**src/rtl/shift_seq_unit.sv**
```systemverilog
// Iterative one-bit-per-cycle shifter (SLL/SRL/SRA) for the multicycle MIPS datapath.
// Optional rotate-right op (code 101) is enabled by defining SHIFT_SEQ_ROR_EN.
module shift_seq_unit #(
  parameter int WIDTH = 32,
  parameter int AMT_W = 5
) (
  input  logic             clk,
  input  logic             reset,
  input  logic             start,
  input  logic [2:0]       sh_op,
  input  logic [WIDTH-1:0] data_in,
  input  logic [AMT_W-1:0] shamt,
  output logic             busy,
  output logic             done,
  output logic [WIDTH-1:0] data_out,
  output logic             op_err
);

  localparam logic [2:0] OP_SLL = 3'b010;
  localparam logic [2:0] OP_SRL = 3'b011;
  localparam logic [2:0] OP_SRA = 3'b100;
`ifdef SHIFT_SEQ_ROR_EN
  localparam logic [2:0] OP_ROR = 3'b101;
`endif

  typedef enum logic [1:0] {
    S_IDLE   = 2'd0,
    S_SHIFT  = 2'd1,
    S_FINISH = 2'd2
  } state_t;

  state_t           r_state;
  logic [WIDTH-1:0] r_work;
  logic [AMT_W-1:0] r_cnt;
  logic [2:0]       r_op;
  logic             r_busy;
  logic             r_done;
  logic [WIDTH-1:0] r_data_out;
  logic             r_op_err;

  logic             w_op_ok;
  logic [WIDTH-1:0] w_shift;

  function automatic logic f_op_valid(input logic [2:0] op);
    logic v;
    case (op)
      OP_SLL:  v = 1'b1;
      OP_SRL:  v = 1'b1;
      OP_SRA:  v = 1'b1;
`ifdef SHIFT_SEQ_ROR_EN
      OP_ROR:  v = 1'b1;
`endif
      default: v = 1'b0;
    endcase
    return v;
  endfunction

  // One-position step of the latched operation; unknown ops leave the value untouched.
  function automatic logic [WIDTH-1:0] f_step(input logic [2:0] op, input logic [WIDTH-1:0] val);
    logic [WIDTH-1:0] r;
    case (op)
      OP_SLL:  r = {val[WIDTH-2:0], 1'b0};
      OP_SRL:  r = {1'b0, val[WIDTH-1:1]};
      OP_SRA:  r = {val[WIDTH-1], val[WIDTH-1:1]};
`ifdef SHIFT_SEQ_ROR_EN
      OP_ROR:  r = {val[0], val[WIDTH-1:1]};
`endif
      default: r = val;
    endcase
    return r;
  endfunction

  assign w_op_ok = f_op_valid(sh_op);
  assign w_shift = f_step(r_op, r_work);

  // Control FSM, working datapath and registered handshake outputs.
  // data_out/op_err are loaded on the edge that enters FINISH so they are valid with done.
  always_ff @(posedge clk) begin
    if (reset) begin
      r_state    <= S_IDLE;
      r_work     <= {WIDTH{1'b0}};
      r_cnt      <= {AMT_W{1'b0}};
      r_op       <= 3'b000;
      r_busy     <= 1'b0;
      r_done     <= 1'b0;
      r_data_out <= {WIDTH{1'b0}};
      r_op_err   <= 1'b0;
    end else begin
      case (r_state)
        S_IDLE: begin
          r_done <= 1'b0;
          if (start) begin
            r_work <= data_in;
            r_cnt  <= shamt;
            r_op   <= sh_op;
            r_busy <= 1'b1;
            if (!w_op_ok) begin
              r_op_err   <= 1'b1;
              r_data_out <= {WIDTH{1'b0}};
              r_done     <= 1'b1;
              r_state    <= S_FINISH;
            end else if (shamt == {AMT_W{1'b0}}) begin
              r_op_err   <= 1'b0;
              r_data_out <= data_in;
              r_done     <= 1'b1;
              r_state    <= S_FINISH;
            end else begin
              r_op_err <= 1'b0;
              r_state  <= S_SHIFT;
            end
          end else begin
            r_busy  <= 1'b0;
            r_state <= S_IDLE;
          end
        end
        S_SHIFT: begin
          r_work <= w_shift;
          r_cnt  <= r_cnt - {{(AMT_W-1){1'b0}}, 1'b1};
          r_busy <= 1'b1;
          if (r_cnt == {{(AMT_W-1){1'b0}}, 1'b1}) begin
            r_data_out <= w_shift;
            r_done     <= 1'b1;
            r_state    <= S_FINISH;
          end else begin
            r_done  <= 1'b0;
            r_state <= S_SHIFT;
          end
        end
        S_FINISH: begin
          r_busy  <= 1'b0;
          r_done  <= 1'b0;
          r_state <= S_IDLE;
        end
        default: begin
          r_busy  <= 1'b0;
          r_done  <= 1'b0;
          r_state <= S_IDLE;
        end
      endcase
    end
  end

  assign busy     = r_busy;
  assign done     = r_done;
  assign data_out = r_data_out;
  assign op_err   = r_op_err;

endmodule
```
**config.mk**
```make
export PLATFORM = sky130hd
export DESIGN_NAME = shift_seq_unit
export DESIGN_NICKNAME = d
export VERILOG_FILES = /design/src/rtl/shift_seq_unit.sv
export SDC_FILE = /design/constraint.sdc
export NUM_CORES = 1
export LEC_CHECK = 0
export BUFFER_PORTS_ARGS = -buffer_cell sky130_fd_sc_hd__buf_2
export CAP_MARGIN = 10
export CELL_PAD_IN_SITES_DETAIL_PLACEMENT = 2
export CELL_PAD_IN_SITES_GLOBAL_PLACEMENT = 2
export CORE_ASPECT_RATIO = 1.1
export CORE_MARGIN = 2
export CORE_UTILIZATION = 34
export CTS_BUF_LIST = sky130_fd_sc_hd__clkbuf_8
export CTS_CLUSTER_DIAMETER = 120
export CTS_CLUSTER_SIZE = 20
export DETAILED_ROUTE_END_ITERATION = 16
export PLACE_DENSITY_LB_ADDON = 0.25
export RECOVER_POWER = 50
export REMOVE_ABC_BUFFERS = 1
export SYNTH_ARGS = -nofsm -noshare
export SYNTH_HDL_FRONTEND = slang
export SYNTH_SLANG_ARGS = --single-unit
```
**constraint.sdc**
```tcl
create_clock -name clk -period 2.18 [get_ports clk]
set_input_delay 0.218 -clock clk [delete_from_list [all_inputs] [get_ports clk]]
set_output_delay 0.218 -clock clk [all_outputs]
set_load 0.005 [all_outputs]
```
==> results.ini <==
[synthesis]
syn_area_per_cell_um2 = 8.896
synth_top_area_share_pct = 37.51
yosysMostFrequentCell = dfxtp_1
syn_inst = 456
ys_async_sr_fraction_pct = 0
netlist_area_mm2 = 0.004056
synth.ff_latch_count = 76
ys.flop_type = dfxtp_1
yosys_warnings = 0
synth-edff-count = 0
synth_top_area_cell = dfxtp_1
ys_seq_area_share_pct = 37.51
ys_types = 44
synthTopCellsByArea = dfxtp_1 (38%), a311oi_2 (9.3%), nand2_1 (6.6%), o221ai_1 (6.0%), o21a_1 (5.7%)
netlist_top_cells_count = dfxtp_1 (76), nand2_1 (71), a21oi_1 (42)

[clocking]
cts_buffers = 9
postCtsHoldBufs = 0
cts_tree = built
clk_path_buf_depth = 2
root_buffer = clkbuf_8
cts.clk_slew.worst_paths_ns = 0.10
htreeDepth = 3
clock_latency_ns = 0.37
clock_sinks = 76

[timing]
timing.final.crit_share_pct = 94.16
setup_viol = 0
clock_skew_ns = 0.01281
setup_slack_ns = 0.1272
final_max_slew_viol_count = 0
tightestPinTransition_ns = 0.8149
finalCriticalPeriod_ns = 2.053
rsz0062_at_grt = no
slew_headroom_pct = 45.55
final_hold_viol_count = 0
fmax_mhz = 487.1

[global_routing]
grt_max_degree = 76
overflow = 0
antenna_found_initial = 0
grt_use_total_pct = 22.74
grt_pass1_vias = 4351
grt_first_pass_wirelength_um = 23170

[floorplan]
dieWidth_um = 108.1
fp.coreArea_mm2 = 0.01154
die_area_mm2 = 0.01282
fp-row-count = 41
initial_utilization_pct = 35.14
die_y_um = 118.6
io_pins = 78

[placement]
gp_congestion = 0.8266
dpl_worst_slack_ns = 0.1366
hpwl_um = 9198
numPortBuffers = 77

[setup_path]
cp.arrival_ns = 2.34
critPathCaptureType = flop
r2r_setup_slack_ns = 0.13
critPathMaxFanout = 12
cp_data_required_time_ns = 2.46
critPathLaunchType = flop
path_class = flop to flop

[routing]
drt_first_iter_violations = 159
first_pass_iters = 4
ant_nets = 0
wl_um = 14030
vias = 3945
wl_per_cell_um = 20.97
drc = 0
vias_per_cell = 5.897

[final_layout]
fillers = 1337
area_growth_pct = 17.37
finalNetCount = 559
drive_above_1_share_pct = 26.40
diodes = 0

[flow_run]
maxCapViolCount = 0

[run_status]
outcome = finished, final reports clean

[power]
total_power_mw = 3.869
power_density_mw_per_mm2 = 812.6
p_leak_nw = 1.659
max-vdd-ir-drop_mv = 0.3408

[min_path]
holdCritPathClass = primary input to flop

-- critical path, cell delays in order (launching register included) --
cell	delay, ns
dfxtp_1	0.49
nor3b_2	0.43
or2_2	0.29
buf_4	0.22
o221ai_1	0.23
a311oi_2	0.32
-- path summary, 6_finish.rpt --
| kind | depth (start not counted) | endpoint | from |
|---|---|---|---|
| worst max register to register | 5 | data_out[14] | r_op[2] |
| worst max-delay path | 5 | data_out[14] | r_op[2] |
| worst min register to register | 2 | op_err | op_err |
| worst min-delay path | 2 | busy | start |
-- repair_timing --
action	4_1_cts	5_1_grt
endpoints found under the setup margin	0	2
gates resized for setup	0	1
setup buffers	0	0
-- cell usage in the layout (no fill, tap or decap), types with 3 or more instances in the layout --
cell type | synthesis | layout
nor3_1 | 3 | 3
clkbuf_8 | 0 | 9
buf_12 | 4 | 6
clkbuf_2 | 0 | 4
o221ai_1 | 28 | 28
clkbuf_1 | 25 | 15
dfxtp_1 | 76 | 76
a311oi_2 | 25 | 25
o21ai_0 | 6 | 6
a31oi_1 | 32 | 32
o21a_1 | 31 | 31
bufinv_16 | 0 | 3
buf_4 | 5 | 8
nor2_1 | 10 | 10
a21oi_1 | 42 | 42
buf_2 | 11 | 63
inv_1 | 5 | 5
a22oi_1 | 4 | 4
a311oi_1 | 8 | 8
nor3b_2 | 2 | 3
nand2_1 | 71 | 71
nand3_1 | 31 | 31
-- power breakdown --
part	internal [mW]	leakage [nW]	switching, mW
Clock	0.757	0.115	0.586
Sequential	1.53	0.626	0.123
Combinational	0.349	0.917	0.528
-- sequential cells by signal, summed over array words and instances, names as in the netlist --
name / flops
r_cnt: 5
r_op: 3
busy: 1
r_state: 2
data_out: 32
op_err: 1
r_work: 32
-- metrics by stage --
step,instance area [um^2],hold slack [ns],TNS (ns),util (%),std cells
final,4761,0.09321,0,41.25,669
after global routing,4761,0.1023,0,41.25,669
after CTS,4790,0.07754,0,41.50,669
after detailed placement,4551,0.4618,0,39.43,653
after global placement,4551,0.4556,0,39.43,653
after floorplan,3752,0.2859,-41.07,-,407
-- routing by layer --
| metal | vias up | routed length, um | part of all wire [%] | track usage, % |
|---|---|---|---|---|
| li1 | 1861 | - | - | - |
| met5 | - | 0 | 0 | 0 |
| met3 | 13 | 423 | 3.0 | 3.475 |
| met1 | 2003 | 6392 | 46 | 29.19 |
| met2 | 68 | 7068 | 50 | 39.54 |
| met4 | 0 | 142 | 1.0 | 5.609 |
-- logic make-up after synthesis --
kind of cell | count (synthesis) | synth area share [%]
fa+ha+maj | 2 | 0.6168
flops | 76 | 37.51
compound gates | 187 | 37.51
mux | 2 | 0.4935
simple gates | 135 | 15.92
buf+inv | 54 | 7.958
-- final cells by class --
cell class | instances | area, um^2 | share of cell area [%]
timing repair buffer | 96 | 571.8 | 12.01
inverter | 5 | 18.77 | 0.3942
sequential | 76 | 1521 | 31.96
multi-input combinational | 326 | 2222 | 46.68
clock inverter | 7 | 115.1 | 2.418
clock buffer | 9 | 123.9 | 2.602
tap | 150 | 187.7 | 3.942
(Power assumes the default switching activity.)
